$ cat src/rtl/uart_rx_fifo.sv
// Receive byte FIFO between the UART receiver and the bus side: FWFT pop, occupancy, sticky overrun.
// Define UART_RX_FIFO_OVERWRITE_EN to drop the oldest byte instead of the newest when a write hits a full FIFO.
module uart_rx_fifo #(
  parameter int DATA_W = 8,
  parameter int ADDR_W = 4
) (
  input  logic              clk,
  input  logic              reset,
  input  logic              wr_tick,
  input  logic [DATA_W-1:0] wr_data,
  input  logic              rd,
  input  logic              clr_overrun,
  output logic [DATA_W-1:0] rd_data,
  output logic              empty,
  output logic              full,
  output logic [ADDR_W:0]   count,
  output logic              overrun
);

  localparam int DEPTH = 1 << ADDR_W;
  localparam logic [ADDR_W:0] FULL_COUNT = {1'b1, {ADDR_W{1'b0}}};

  logic [DATA_W-1:0] mem [DEPTH];
  logic [ADDR_W-1:0] wr_ptr;
  logic [ADDR_W-1:0] rd_ptr;
  logic [ADDR_W:0]   count_q;
  logic              overrun_q;

  logic pop_ok;
  logic blocked_write;
  logic wr_en;
  logic rd_en;

  assign empty   = (count_q == '0);
  assign full    = (count_q == FULL_COUNT);
  assign count   = count_q;
  assign overrun = overrun_q;
  assign rd_data = empty ? '0 : mem[rd_ptr];

  // A write that meets a full FIFO with no pop alongside it is the overrun case.
  assign pop_ok        = rd && !empty;
  assign blocked_write = wr_tick && full && !rd;

  always_comb begin
    wr_en = wr_tick && (!full || pop_ok);
    rd_en = pop_ok;
`ifdef UART_RX_FIFO_OVERWRITE_EN
    if (blocked_write) begin
      wr_en = 1'b1;
      rd_en = 1'b1;
    end
`endif
  end

  always_ff @(posedge clk) begin
    if (wr_en) begin
      mem[wr_ptr] <= wr_data;
    end
  end

  always_ff @(posedge clk) begin
    if (reset) begin
      wr_ptr    <= '0;
      rd_ptr    <= '0;
      count_q   <= '0;
      overrun_q <= 1'b0;
    end else begin
      if (wr_en) begin
        wr_ptr <= wr_ptr + ADDR_W'(1);
      end
      if (rd_en) begin
        rd_ptr <= rd_ptr + ADDR_W'(1);
      end
      if (wr_en && !rd_en) begin
        count_q <= count_q + (ADDR_W+1)'(1);
      end else if (rd_en && !wr_en) begin
        count_q <= count_q - (ADDR_W+1)'(1);
      end
      // Set takes priority over clear so a simultaneous overrun is never lost.
      if (blocked_write) begin
        overrun_q <= 1'b1;
      end else if (clr_overrun) begin
        overrun_q <= 1'b0;
      end
    end
  end

endmodule

$ cat config.mk
export PLATFORM = sky130hd
export DESIGN_NAME = uart_rx_fifo
export DESIGN_NICKNAME = d
export VERILOG_FILES = /design/src/rtl/uart_rx_fifo.sv
export SDC_FILE = /design/constraint.sdc
export NUM_CORES = 1
export LEC_CHECK = 0
export BUFFER_PORTS_ARGS = -buffer_cell sky130_fd_sc_hd__buf_2
export CORE_MARGIN = 8
export CORE_UTILIZATION = 40
export DETAILED_ROUTE_END_ITERATION = 12
export SLEW_MARGIN = 20
export SYNTH_ARGS = -nofsm -noshare
export SYNTH_HDL_FRONTEND = slang
export SYNTH_SLANG_ARGS = --single-unit
$ cat constraint.sdc
create_clock -name clk -period 3.5 [get_ports clk]
set_input_delay 0.525 -clock clk [delete_from_list [all_inputs] [get_ports clk]]
set_output_delay 0.525 -clock clk [all_outputs]
set_load 0.03 [all_outputs]
# After elaboration in Yosys (flattened, before gate mapping)
# Memories as Yosys holds them, arrays and structs flattened. A register that Yosys moved wholly into a read port is not among the register bits.
# Cells that the tools add are included.
# Widths: inputs -> output; s select.
# classes
add_sub_neg,4
eq_ne,1
mux,9
n_reduce_logical,15
# op_table
operator,count
$mux 5,2
$add 4x1->4 const B,2
$mux 4,2
$mux 8,1
$logic_and 1x1->1,6
$add 5x1->5 const B,1
$eq 5x5->1 const B,1
$logic_not 1->1,5
$logic_not 5->1,1
$sub 5x1->5 const B,1
$mux 1,4
$reduce_bool 2->1,2
$logic_or 1x1->1,1
# word_totals
ff_bits,14
ramBits,128
input_bits,13
out_inout_bits,16
word_cells,34
n_memories,1
# mem_list
name,depth,width,read_ports,rd_clocked_by_memory_dff,write_ports,line_no,rtl
mem,16,8,1,1,1,23,logic [DATA_W-1:0] mem [DEPTH];

# Depth between registers and ports, before layout
# depth
word_depth,9
mapped_depth,11

# Worst setup path before layout
# OpenSTA, ideal clock, no wires.
# synth_timing
path_kind,register to register
from,register count_q[0] (netlist: count[0])
to,register count_q[4] (netlist: count[4])
setup_ns,0.121
arrival_time_ns,2.859
path_slack_ns,0.520
stages_incl_launch_ff,12
path_buffers,2
synth_period_minus_slack_ns,2.980
path_cell_list,dfxtp_1 or4_4 buf_6 o31a_1 buf_6 ha_1 inv_1 ha_1 a21oi_1 a211oi_1 a31oi_1 mux2_2
# synth_between
elab_chain_cells,8
word_cells_on_any_way,16
classes_between,add/sub: 2; eq/ne: 1; mux: 2; reduce/logical: 11
# synth_rtl
element,line_no,rtl
"start, declared",26,logic [ADDR_W:0] count_q;
"start signal, assigned",75,count_q <= count_q + (ADDR_W+1)'(1);
"start signal, assigned",77,count_q <= count_q - (ADDR_W+1)'(1);
$logic_not 5->1,34,assign empty = (count_q == '0);
$logic_not 1->1,41,assign pop_ok = rd && !empty;
$logic_and 1x1->1,41,
$logic_or 1x1->1 (*),45,wr_en = wr_tick && (!full || pop_ok);
$logic_and 1x1->1 (*),45,
via wr_en,31,logic wr_en;
$logic_not 1->1,76,end else if (rd_en && !wr_en) begin
$logic_and 1x1->1,76,
$reduce_bool 2->1 (no source line),n/a,
# The timed path passes the listed nets; every way through them passes the cells marked *. The select of a mux whose other input is x is not followed.
# A chain may end at the register's enable or synchronous reset.

# Worst setup path after layout
# layout_timing
from,register count_q[0] (netlist: count[0])
to,register count_q[4] (netlist: count[4])
# layout_between
elab_chain_cells,8
word_cells_on_any_way,16
classes_between,add/sub: 2; eq/ne: 1; mux: 2; reduce/logical: 11
# layout_rtl
element
branches (longest 8 deep; another with $sub 5x1->5)
# Several ways; the timed one is not identified. The select of a mux whose other input is x is not followed.

==> impl_metrics.yaml <==
outcome:
  outcome: "complete, no violations"
global_routing:
  track_usage_pct: 12.7
  grt_overflow: 0
  grt_max_degree: 33
  grt_pass1_vias: 3075
  grt_pass1_wl_um: 17300
  antenna_found_initial: 0
setup_path:
  crit_path_end_kind: "flip-flop"
  reg2reg_to: "count[4]"
  cp-start-kind: "flip-flop"
  worst-path-max-fanout: 8
  required_ns: 3.80
  arrival_ns: 3.39
  r2r_setup_slack_ns: 0.41
  ff2ff_path_depth: 9
  critPathKind: "reg -> reg"
  rr_startpoint: "count[0]"
cts:
  cts-buffers-inserted: 17
  cts-root-buf: "clkbuf_16"
  htreeDepth: 4
  cts.path.max_buffers: 2
  clk_pin_slew_worst_paths_ns: 0.06
  cts_resized: 0
  tritoncts: "done"
  ctsHoldBuffers: 0
  cts_setup_buffers: 0
  clk_latency_ns: 0.41
  clkSinkCount: 146
synthesis:
  synth_flop_cell: "edfxtp_1"
  synth_top_area_share_pct: 65.3
  synth-edff-count: 128
  synth_area_leaders: "edfxtp_1 (65%), mux4_2 (12%), dfxtp_1 (6.1%)"
  synth_most_common_cell: "edfxtp_1"
  synthMuxAreaShare_pct: 14.5
  ys_seq_area_share_pct: 71.4
  syn_nets: 344
  synth_top_cell_by_area: "edfxtp_1"
  ys_seq_elements: 146
  synth_compound_area_share_pct: 3.74
  synth_commonest_cells: "edfxtp_1 (128), mux4_2 (32), nor2_1 (32), dfxtp_1 (18), a211oi_1 (17)"
  ys.warnings.count: 0
  synth-async-reset-ratio_pct: 0
  synth_xor_area_share_pct: 1.04
  synthAdderAreaFrac_pct: 2.25
  synthSimpleGateAreaFrac_pct: 5.04
  syn-cell-area_um2: 5890
  synth.distinct_cells: 37
  synthCells: 321
  synth_top_family_by_area: "multiplexers"
  avgSynthCellArea_um2: 18.3
sta:
  setup_tns_ns: 0
  drv_slew: 0
  finalSetupViolCount: 0
  finalCritPeriodShare_pct: 88.2
  max_freq_mhz: 324
  final.min_clock_period_ns: 3.09
  skew_ns: 0.00801
  worstMarginPinSlew_ns: 0.946
  max-slew-margin-rel_pct: 36.7
  rsz0062_at_grt: "no"
  final_hold_viol_count: 0
drt:
  drc: 0
  ant_nets: 0
  routed_via_density: 5.22
  vias: 2912
  dr.first_iter.drc_count: 153
  wl_per_cell_um: 19.7
  routed_wl_um: 11000
  drt_pass1_iterations: 4
placement:
  io_buffers: 28
  dp_hpwl_um: 7250
  gp_congestion: 0.725
flow_run:
  cap_violations: 0
pwr:
  power_frac_comb_pct: 25.0
  finalPower_mw: 4.74
  ir_drop_mv: 0.447
  power.share.clock_pct: 31.6
  p_sw_share_pct: 29.5
  p_seq_share_pct: 43.4
  power.internal_mw: 3.34
  p_per_area_nw_per_um2: 703
  p_sw_mw: 1.40
  p_leak_nw: 2.22
final_layout:
  area_growth_pct: 14.5
  final_nets: 384
  drive_above_1_share_pct: 27.0
  diodes: 0
  fillers: 1231
  multiInputGateArea_um2: 1560
  seqCellArea_um2: 4210
floorplanning:
  core_um2: 14500
  dieWidth_um: 137
  ios: 29
  die_area_um2: 18900
  rows: 44
  die_height_um: 137
  start_util_pct: 40.6
hold_path:
  hold_start: "wr_tick"
  hold_end: "overrun"
  worstHoldPathCells: 3
  min_path_type: "in -> reg"
power by group through the flow:
| stage | Sequential [mW] | Combinational (mW) | Clock [mW] |
|---|---|---|---|
| floorplan | 2.09 | 0.904 | 0 |
| global placement | 2.09 | 1.19 | 0 |
| detailed placement | 2.10 | 1.20 | 0 |
| CTS | 2.06 | 1.21 | 1.53 |
| global route | 2.07 | 1.28 | 1.61 |
| finish | 2.06 | 1.18 | 1.50 |
per-stage QoR:
step | utilization [%] | hold WS, ns | instances | instance area (um^2) | worst slack, ns
final | 46.6 | 0.416 | 558 | 6740 | 0.412
after global routing | 46.6 | 0.418 | 558 | 6740 | 0.259
after CTS | 46.6 | 0.403 | 558 | 6740 | 0.373
after detailed placement | 43.2 | 0.518 | 526 | 6250 | 0.452
after global placement | 43.2 | 0.513 | 526 | 6250 | 0.568
after floorplan | - | 0.485 | 321 | 5890 | 0.520
layout make-up:
type	count	share of cell area, %
clock inverters	10	0.650
multi-input cells	151	23.2
clock buffers	22	6.59
well taps	184	3.42
flip-flops and latches	146	62.4
repair buffers	41	3.53
inverters	4	0.223
registers in the layout (all words and copies together), names as in the netlist, named ones only:
register	count
mem	128
count	5
rd_ptr	4
wr_ptr	4
overrun	1
critical path: stages (launching register included):
cell and delay (ns):
dfxtp_1 0.37, or4_4 0.63, o31a_1 0.38, ha_1 0.26, inv_1 0.17, ha_1 0.30, a21oi_1 0.21, a211oi_1 0.11
a31oi_1 0.19, mux2_2 0.35
how the worst max path moves through the flow:
stage                   start          to  slack (ns)  cells after the start
floorplan            count[0]    count[4]        0.52                     11
global placement     count[0]    count[4]        0.57                      9
detailed placement   count[0]    count[4]        0.45                      9
CTS                 flip-flop  rd_data[1]        0.37                      5
global route         count[0]    count[4]        0.26                      9
finish               count[0]    count[4]        0.41                      9
per-layer routing:
layer / vias up / routed length, um / global-route usage [%]
met5: - / 0 / 0
met4: 0 / 108 / 4.53
met3: 11 / 636 / 4.23
met2: 76 / 5450 / 21.3
met1: 1468 / 4790 / 15.0
li1: 1357 / - / -
layout by cell type, fill, tap and decap left out, drive strengths merged, types with 2 or more instances in the layout:
cell type  instances
a21oi              4
xor2               5
mux4              32
nand2              5
nand2b             2
nor2b             10
dfxtp             18
a211oi            17
buf               41
inv                4
edfxtp           128
mux2i             11
clkinv            10
ha                 9
nor3               5
clkbuf            22
nor2              32
o211ai             2
mux2               2
xnor2              2
kinds of logic (layout without fill, tap and decap cells):
kind of cell,count (synthesis),in the layout
flip-flops,146,146
AND/OR/NAND/NOR,61,61
multiplexers,45,45
AO/OA/AOI/OAI,28,28
buffers and inverters,24,77
adder cells (fa/ha/maj),10,10
XOR/XNOR,7,7
(Power assumes the default switching activity.)
